[src/rtl/led_seq_pkg.sv]
// Shared types and constants for the LED bounce sequencer.
// Imported by led_seq_ctrl and led_seq_prescaler.
package led_seq_pkg;

    typedef enum logic [1:0] {
        S_PAUSE = 2'd0,
        S_UP    = 2'd1,
        S_DOWN  = 2'd2
    } state_t;

    localparam logic [2:0] POS_MIN  = 3'd0;
    localparam logic [2:0] POS_MAX  = 3'd7;
    localparam int         NUM_LEDS = 8;

    function automatic logic [NUM_LEDS-1:0] onehot(input logic [2:0] p);
        onehot    = '0;
        onehot[p] = 1'b1;
    endfunction

endpackage

[src/rtl/led_seq_prescaler.sv]
// Step-rate prescaler: counts 0..div-1 while enabled and strobes at the end.
// Counter returns to zero whenever disabled or cleared.
module led_seq_prescaler
    import led_seq_pkg::*;
#(
    parameter int CNT_W = 26
) (
    input  logic             clk,
    input  logic             rst_n,
    input  logic             en,
    input  logic             clr,
    input  logic [CNT_W-1:0] div,
    output logic             tick
);

    logic [CNT_W-1:0] cnt;
    logic             term;

    assign term = (cnt == div - CNT_W'(1));
    assign tick = en && !clr && term;

    // Count cycles; wrap at terminal, hold at zero while idle or cleared.
    always_ff @(posedge clk or negedge rst_n) begin
        if (!rst_n) begin
            cnt <= '0;
        end else if (clr || !en || term) begin
            cnt <= '0;
        end else begin
            cnt <= cnt + CNT_W'(1);
        end
    end

endmodule

[src/rtl/led_seq_ctrl.sv]
// LED bounce controller: run/pause/single-step over a selectable step rate.
// Define LED_SEQ_TRAIL_EN for a two-LED comet (current + previous position).
module led_seq_ctrl
    import led_seq_pkg::*;
#(
    parameter int DIV0  = 50_000_000,
    parameter int DIV1  = 25_000_000,
    parameter int DIV2  = 12_500_000,
    parameter int DIV3  = 6_250_000,
    parameter int CNT_W = 26
) (
    input  logic                clk,
    input  logic                rst_n,
    input  logic                run,
    input  logic                step,
    input  logic [1:0]          speed,
    output logic [NUM_LEDS-1:0] lights,
    output logic [2:0]          pos,
    output logic                dir,
    output logic                tick
);

    state_t             state;
    state_t             state_n;
    logic [2:0]         pos_n;
    logic               dir_n;
    logic               adv;
    logic               armed;
    logic [1:0]         speed_q;
    logic [CNT_W-1:0]   div;
    logic               pre_en;
    logic               pre_clr;
    logic               pre_tick;
    logic [NUM_LEDS-1:0] lights_n;
`ifdef LED_SEQ_TRAIL_EN
    logic [2:0]         prev_pos;
    logic [2:0]         prev_pos_n;
`endif

    // Select the step period for the current speed setting.
    always_comb begin
        div = CNT_W'(DIV0);
        unique case (speed)
            2'd0: div = CNT_W'(DIV0);
            2'd1: div = CNT_W'(DIV1);
            2'd2: div = CNT_W'(DIV2);
            2'd3: div = CNT_W'(DIV3);
            default: div = CNT_W'(DIV0);
        endcase
    end

    assign pre_en  = (state != S_PAUSE) && run;
    assign pre_clr = (speed != speed_q);

    led_seq_prescaler #(
        .CNT_W (CNT_W)
    ) u_pre (
        .clk   (clk),
        .rst_n (rst_n),
        .en    (pre_en),
        .clr   (pre_clr),
        .div   (div),
        .tick  (pre_tick)
    );

    // Next state, position, direction and turn-around at the end stops.
    always_comb begin
        state_n = state;
        pos_n   = pos;
        dir_n   = dir;
        adv     = 1'b0;
        unique case (state)
            S_PAUSE: begin
                if (armed && run) begin
                    state_n = dir ? S_UP : S_DOWN;
                end else if (armed && step) begin
                    adv = 1'b1;
                end
            end
            S_UP, S_DOWN: begin
                if (!run) begin
                    state_n = S_PAUSE;
                end else if (pre_tick) begin
                    adv = 1'b1;
                end
            end
            default: state_n = S_PAUSE;
        endcase
        if (adv) begin
            if (dir) begin
                pos_n = pos + 3'd1;
                if (pos_n == POS_MAX) begin
                    dir_n = 1'b0;
                    if (state != S_PAUSE) state_n = S_DOWN;
                end
            end else begin
                pos_n = pos - 3'd1;
                if (pos_n == POS_MIN) begin
                    dir_n = 1'b1;
                    if (state != S_PAUSE) state_n = S_UP;
                end
            end
        end
    end

`ifdef LED_SEQ_TRAIL_EN
    // Comet display: current position plus the one just left.
    always_comb begin
        prev_pos_n = adv ? pos : prev_pos;
        lights_n   = onehot(pos_n) | onehot(prev_pos_n);
    end
`else
    // Single lit LED at the current position.
    always_comb begin
        lights_n = onehot(pos_n);
    end
`endif

    // State and registered outputs; armed delays run by one edge after reset.
    always_ff @(posedge clk or negedge rst_n) begin
        if (!rst_n) begin
            state   <= S_PAUSE;
            pos     <= POS_MIN;
            dir     <= 1'b1;
            tick    <= 1'b0;
            armed   <= 1'b0;
            speed_q <= 2'd0;
            lights  <= onehot(POS_MIN);
`ifdef LED_SEQ_TRAIL_EN
            prev_pos <= POS_MIN;
`endif
        end else begin
            state   <= state_n;
            pos     <= pos_n;
            dir     <= dir_n;
            tick    <= adv;
            armed   <= 1'b1;
            speed_q <= speed;
            lights  <= lights_n;
`ifdef LED_SEQ_TRAIL_EN
            prev_pos <= prev_pos_n;
`endif
        end
    end

endmodule

[config.mk]
export PLATFORM = sky130hd
export DESIGN_NAME = led_seq_ctrl
export DESIGN_NICKNAME = d
export VERILOG_FILES = /design/src/rtl/led_seq_pkg.sv /design/src/rtl/led_seq_prescaler.sv /design/src/rtl/led_seq_ctrl.sv
export SDC_FILE = /design/constraint.sdc
export NUM_CORES = 1
export LEC_CHECK = 0
export BUFFER_PORTS_ARGS = -buffer_cell sky130_fd_sc_hd__buf_2
export CORE_MARGIN = 3
export CORE_UTILIZATION = 54
export CTS_CLUSTER_SIZE = 28
export DETAILED_ROUTE_END_ITERATION = 6
export HOLD_SLACK_MARGIN = 0.12
export PLACE_DENSITY_LB_ADDON = 0.3
export SKIP_LAST_GASP = 1
export SLEW_MARGIN = 20
export SYNTH_ARGS = -nofsm -noshare
export SYNTH_HDL_FRONTEND = slang
export SYNTH_SLANG_ARGS = --single-unit
[constraint.sdc]
create_clock -name clk -period 2 [get_ports clk]
set_clock_uncertainty 0.2 [all_clocks]
set_input_delay 0.5 -clock clk [delete_from_list [all_inputs] [get_ports clk]]
set_output_delay 0.5 -clock clk [all_outputs]
set_load 0.02 [all_outputs]
### Word-level counts from Yosys, hierarchy flattened

Cells that the tools add are included.
W data, S select, Z words.

| storage, ports and cells | value |
|---|---|
| flip-flop bits (word level) | 44 |
| output and inout port bits | 13 |

| cells by class | value |
|---|---|
| $add $sub $neg | 4 |
| $lt $le $gt $ge | 2 |
| equal/unequal tests | 8 |
| muxes and demuxes | 24 |
| reduce and logical (&&, ||, !) cells | 15 |

Operators by type and width:

| cell | number |
|---|---|
| $pmux W26 S4 | 1 |
| $add A26 B1 Y26 const B | 1 |
| $eq A26 B26 Y1 | 1 |
| $mux W26 | 1 |
| $sub A26 B1 Y26 const B | 1 |
| $mux W2 | 9 |
| $mux W1 | 8 |
| $eq A2 B2 Y1 const B | 3 |
| $logic_and A1 B1 Y1 | 6 |
| $mux W3 | 2 |
| $eq A2 B1 Y1 const B | 2 |
| $logic_not A2 Y1 | 2 |
| $lt A3 B4 Y1 const B | 1 |
| $pmux W2 S2 | 1 |
| $add A3 B1 Y3 const B | 1 |
| $demux W1 S3 | 1 |
| $eq A3 B3 Y1 const B | 1 |
| $ge A3 B1 Y1 const B | 1 |
| $logic_not A3 Y1 | 1 |
| $sub A3 B1 Y3 const B | 1 |
| $logic_not A1 Y1 | 2 |
| $logic_or A1 B1 Y1 | 2 |
| $ne A2 B2 Y1 | 1 |
| $pmux W1 S2 | 1 |
| other kinds (2) | 2 |

### Depth between registers and ports, before layout

| depth | value |
|---|---|
| depth after elaboration | 13 |
| depth in mapped cells | 11 |

### By module

Synthesis repeated with hierarchy kept, for this count alone.

| unflattened totals | value |
|---|---|
| cell total of the unflattened synthesis | 348 |
| area total of the unflattened synthesis | 3200.6 um2 |

By module, submodules not included:

| module | times used | cells an instance | area each (um2) |
|---|---|---|---|
| led_seq_prescaler | 1 | 264 | 2257.2 |
| led_seq_ctrl | 1 | 84 | 943.4 |

### Worst setup path after synthesis

OpenSTA, ideal clock, no wires.

| timing path | value |
|---|---|
| path kind | input to register |
| start point | input port speed[0] |
| end point | register lights[0] |
| arrival time | 2.290 ns |
| setup slack | -0.568 ns |
| stages on the path | 11 |
| path buffers | 2 |
| cell sequence | buf_6 > nand2b_1 > ha_1 > xor2_1 > nor3_1 > o32ai_1 > and4bb_1 > a21boi_2 > buf_2 > nand3_1 > o22ai_1 |

| between the ends | value |
|---|---|
| cells in the longest elaborated chain, start to end | 13 |
| elaborated cells on any way between the ends | 20 |

RTL lines:

| what | RTL line | source |
|---|---|---|
| start, declared | led_seq_ctrl.sv:16 | `input logic [1:0] speed,` |
| $eq A2 B2 Y1, or another cell as far along | led_seq_ctrl.sv:43 | `unique case (speed)` |
| $pmux W26 S4 | led_seq_ctrl.sv:43 |  |
| $sub A26 B1 Y26 | led_seq_prescaler.sv:19 | `assign term = (cnt == div - CNT_W'(1));` |
| $eq A26 B26 Y1 | led_seq_prescaler.sv:19 |  |
| $logic_and A1 B1 Y1 * | led_seq_prescaler.sv:20 | `assign tick = en && !clr && term;` |
| $mux W1 * | led_seq_ctrl.sv:83 | `end else if (pre_tick) begin` |
| $mux W1 * | led_seq_ctrl.sv:81 | `if (!run) begin` |
| $pmux W1 S2 * | led_seq_ctrl.sv:72 | `unique case (state)` |
| $mux W3 * | led_seq_ctrl.sv:89 | `if (adv) begin` |
| $lt A3 B4 Y1 (not written as such) / $ge A3 B1 Y1 (equally long branches) | led_seq_pkg.sv:17 | `onehot[p] = 1'b1;` |
| $logic_and A1 B1 Y1 (not written as such) | led_seq_pkg.sv:17 |  |
| $mux W1 (not written as such) | led_seq_pkg.sv:17 |  |
| $demux W1 S3 * | led_seq_pkg.sv:17 |  |
| via lights_n[0] | led_seq_ctrl.sv:34 | `logic [NUM_LEDS-1:0] lights_n;` |
| end signal, assigned | led_seq_ctrl.sv:128 | `lights <= onehot(POS_MIN);` |
| end signal, assigned | led_seq_ctrl.sv:139 | `lights <= lights_n;` |
| end, declared | led_seq_ctrl.sv:17 | `output logic [NUM_LEDS-1:0] lights,` |

Mark *: on every way through the listed nets, which the timed path passes. The rest lies on a longest branch. The select of a mux whose other input is x is not followed.
A chain may end at the register's enable or synchronous reset.

### Worst setup path in the final report

| timing path | value |
|---|---|
| start point | input port speed[1] |
| end point | register lights[5] |

The elaborated chain is that of the path after synthesis.

==> results.txt <==
- Run status: finished with violations
- The final reports fail on DRC, setup timing.
* Setup CP Type: primary input to flip-flop
- Routed wire length: 9.17 mm
* H-Tree Level Count: 2
- The tree is rooted in a sky130_fd_sc_hd__clkbuf_8.
* Hold Crit Start: speed[0]
* Capturing element type of the critical path: flip-flop
* Mapped cell area: roughly 2500 um^2
- Number of synthesized flops with an enable pin: 0
- Total congestion overflow after global routing: 0
- Post-synthesis average cell area: 9.37 um^2
* First-pass iteration count of the detailed router: 7
- The design draws 3.44 mW.
- Top post-synthesis cells by area: sky130_fd_sc_hd__dfrtp_1 42%, sky130_fd_sc_hd__xor2_1 6.7%, sky130_fd_sc_hd__nor2_1 5.8%, sky130_fd_sc_hd__xnor2_1 4.6%, sky130_fd_sc_hd__ha_1 4.0%
- Slack of the worst reg-to-reg path: -0.61 ns
- For this run, the post-layout net count is 370.
- The number of antenna violations at the first check in global routing came to 0.
* Area of the multi-input gates: 1540 um^2
- Unrepaired setup endpoints after global routing: yes
- Counting the buffers created by CTS gives 5.
- Final cell utilization of the core: 87.4%
* Clk_lat worst skew: 0.31 ns
- TritonCTS clock tree: done
- For the pin with the worst max-slew slack, the measured transition is a little over 0.5 ns.
- The tool flagged a number of max-cap violations equal to 0.
* Count of endpoints failing hold in the final timing report: 0
- Height of the chip: 73.7 um
- Placeable core region: 4200 um^2
* Routed met2 length: 4.31 mm
* Register bit count reported by yosys: 44
- Dividing the final minimum period by the clock period gives 131%.
- In the post-route analysis, the smallest setup slack over all paths is -0.618 ns.
* Average wire length per cell after detail routing: 22.5 um
- After legalization and detailed placement, the total HPWL measured approximately 4.0 mm.
- Top-area cell type share of the netlist area: 42.5%
- After detailed routing, the met3 layer carries 968 um of wire.
- STA classifies the critical path startpoint as a primary input.
* Syn Inst Count: approximately 260
- Global-route wire length before repair: 12.3 mm
* Number of max-slew violations in the final report: 0
- Final weighted congestion of routability-driven global placement: 0.854
* Post-route met1 wirelength: about 3.4 mm
- The clock passes through at most 2 buffers.
- Across every metal layer, demand over resource in global routing totals 29.8%.
- Non-filler instance count after layout: 407
- Final critical-path required period: 2.62 ns
* Slew HR: 65.4%
- FMAX: 382 MHz
- The library cells used most frequently in the layout, excluding fill and tap cells, are 61 x sky130_fd_sc_hd__buf_4, 41 x sky130_fd_sc_hd__dfrtp_1, 38 x sky130_fd_sc_hd__nor2_1.
* Placement-stage worst setup slack: -0.767 ns
- Violation count after the first detailed-routing iteration: 441
- Crit path required time: 2.03 ns
- The number of antenna diodes in the final layout is 0.
* Count of pins on the block boundary: 19
* Fraction of final layout cells sized beyond drive strength 1: 43.1%
- Count of cells along the worst register-to-register path: 8
- Hold Crit Endpoint: speed_q[0]
* Filler cell count: 183
- Area leader, netlist: sky130_fd_sc_hd__dfrtp_1
* Chip Width: 73.7 um
* Number of vias after detailed routing: 2663
* Pin count of the biggest net entering global routing: 28
- The number of global-route vias before repair came to 2514.
- Counting flops with an async set or reset pin after synthesis yields a share of 100%.
- Clock net sink count: 44
- After clock tree synthesis, the clock-pin slew on the worst setup and hold paths is around 0.1 ns.
* Starting density of the core: 58.9%
* Power density relative to cell area: 938 nW/um^2
* Sequential cell area fraction in the yosys report: 44.6%
- IR analysis of the VDD net gives a maximum drop of 0.789 mV.
* # port buffers: 18
- The endpoint identified for the worst register-to-register timing path is lights[5].
* Floorplan die area: 5430 um^2
- Most common library cell in the layout ignoring fill and taps: sky130_fd_sc_hd__buf_4
* Highest Signal Layer: met4
- Unique masters post-synth: 50
- The tightest hold path in the finished design has a slack of 0.215 ns.
- Counting every net in the synthesized netlist gives 278.
- Residual DRC: 2
- Most used flip-flop cell after synthesis: sky130_fd_sc_hd__dfrtp_1
- From synthesis to final layout, the design area changed by 48.3%.
- Registers take about 1100 um^2.
* Count of final setup violators: 41
- In this run the worst path has a maximum fanout of 6.
* Leakage dissipation: 1.64 nW
* Instance count along the most critical hold path: 2
- Antenna Nets Post-Route: 0
- After floorplanning, the core was divided into 23 placement rows.
- Detailed-route vias per instance: 6.54
* Count of synthesis-stage warnings from yosys: 0
- WP data arrival: 2.64 ns
* Hold crit path type: primary input to flip-flop
- FF-to-FF Start: u_pre.cnt[23]
* Placed Cells: 374
## synthesized netlist by cell type (all sizes together), types with 2 or more instances
cell,n
nor4b,5
clkbuf,5
a21boi,3
nand3b,2
inv,10
dfstp,2
nand3,12
ha,8
o22ai,5
nand4,9
xor2,19
or3,2
xnor2,13
or3b,2
dfrtp,42
nor3,3
o21ai,11
a22oi,3
and3,2
nor2,38
a21oi,8
and2,2
nand2b,4
nor2b,2
and4,5
nand2,20
buf,8
## sequential cells by signal (all words and copies together), names as in the netlist
signal and flops:
speed_q 2, u_pre.cnt 26, lights 8, tick 1
state 2, dir 1, pos 3, armed 1
## how the worst max path moves through the flow
stage                  start        end  cells past startpoint
2_1_floorplan       speed[0]  lights[0]                     11
3_3_place_gp        speed[0]  lights[2]                     11
3_5_place_dp        speed[0]  lights[6]                     11
4_1_cts             speed[0]  lights[5]                      9
5_1_grt        u_pre.cnt[23]  lights[5]                      8
6_report            speed[1]  lights[5]                     10
## kinds of logic after synthesis
group / after synthesis / share of synthesized area (%)
and+or+nand+nor: 116 / 24.9
DFF: 44 / 44.6
AOI/OAI and AO/OA: 38 / 9.71
xor gates and xnor gates: 32 / 11.3
buffers and inverters: 23 / 4.40
adders and majority gates: 8 / 4.04
muxes: 2 / 0.859
other: 1 / 0.152
## power by group
part           switching [mW]  internal [mW]  leakage [nW]
logic                   0.903          0.699         0.996
clock network           0.339          0.377        0.0583
registers               0.113           1.01         0.589
total                    1.36           2.09          1.64
## stage by stage
step	setup TNS (ns)	instance area, um^2
6_report	-22.42	3670
5_1_grt	-24.16	3670
4_1_cts	-9.12	3480
3_5_place_dp	-25.55	3030
3_3_place_gp	-24.76	3030
2_1_floorplan	-10.99	2540
## routing by layer
metal / vias up / track usage [%]
met5: - / 0
met2: 236 / 46.7
met3: 58 / 7.39
met1: 1276 / 38.2
met4: 0 / 14.9
li1: 1093 / -
## critical path: stages
cell                       delay (ns)
sky130_fd_sc_hd__buf_6           0.11
sky130_fd_sc_hd__buf_6           0.12
sky130_fd_sc_hd__nor4b_1         0.37
sky130_fd_sc_hd__o21ai_0         0.24
sky130_fd_sc_hd__a22oi_2         0.26
sky130_fd_sc_hd__and4_4          0.27
sky130_fd_sc_hd__buf_12          0.12
sky130_fd_sc_hd__a21boi_4        0.08
sky130_fd_sc_hd__or3_4           0.40
sky130_fd_sc_hd__a21oi_2         0.17
## layout make-up
cell class                 instances  share of cell area, %
inverter                          10                   1.02
tap                               50                   1.70
sequential                        44                   30.1
clock buffer                       5                   1.87
multi-input combinational        198                   41.8
timing repair buffer              97                   22.2
clock inverter                     3                   1.30
## repair_timing
item / CTS / global route
endpoints found under the setup margin: 41 / 41
hold buffers: 1 / 0
pin swaps: 20 / 14
setup buffers: 18 / 4
gates cloned: 3 / 0
endpoints found under the hold margin: 16 / 0
resized for setup: 34 / 35
(Power assumes the default switching activity.)
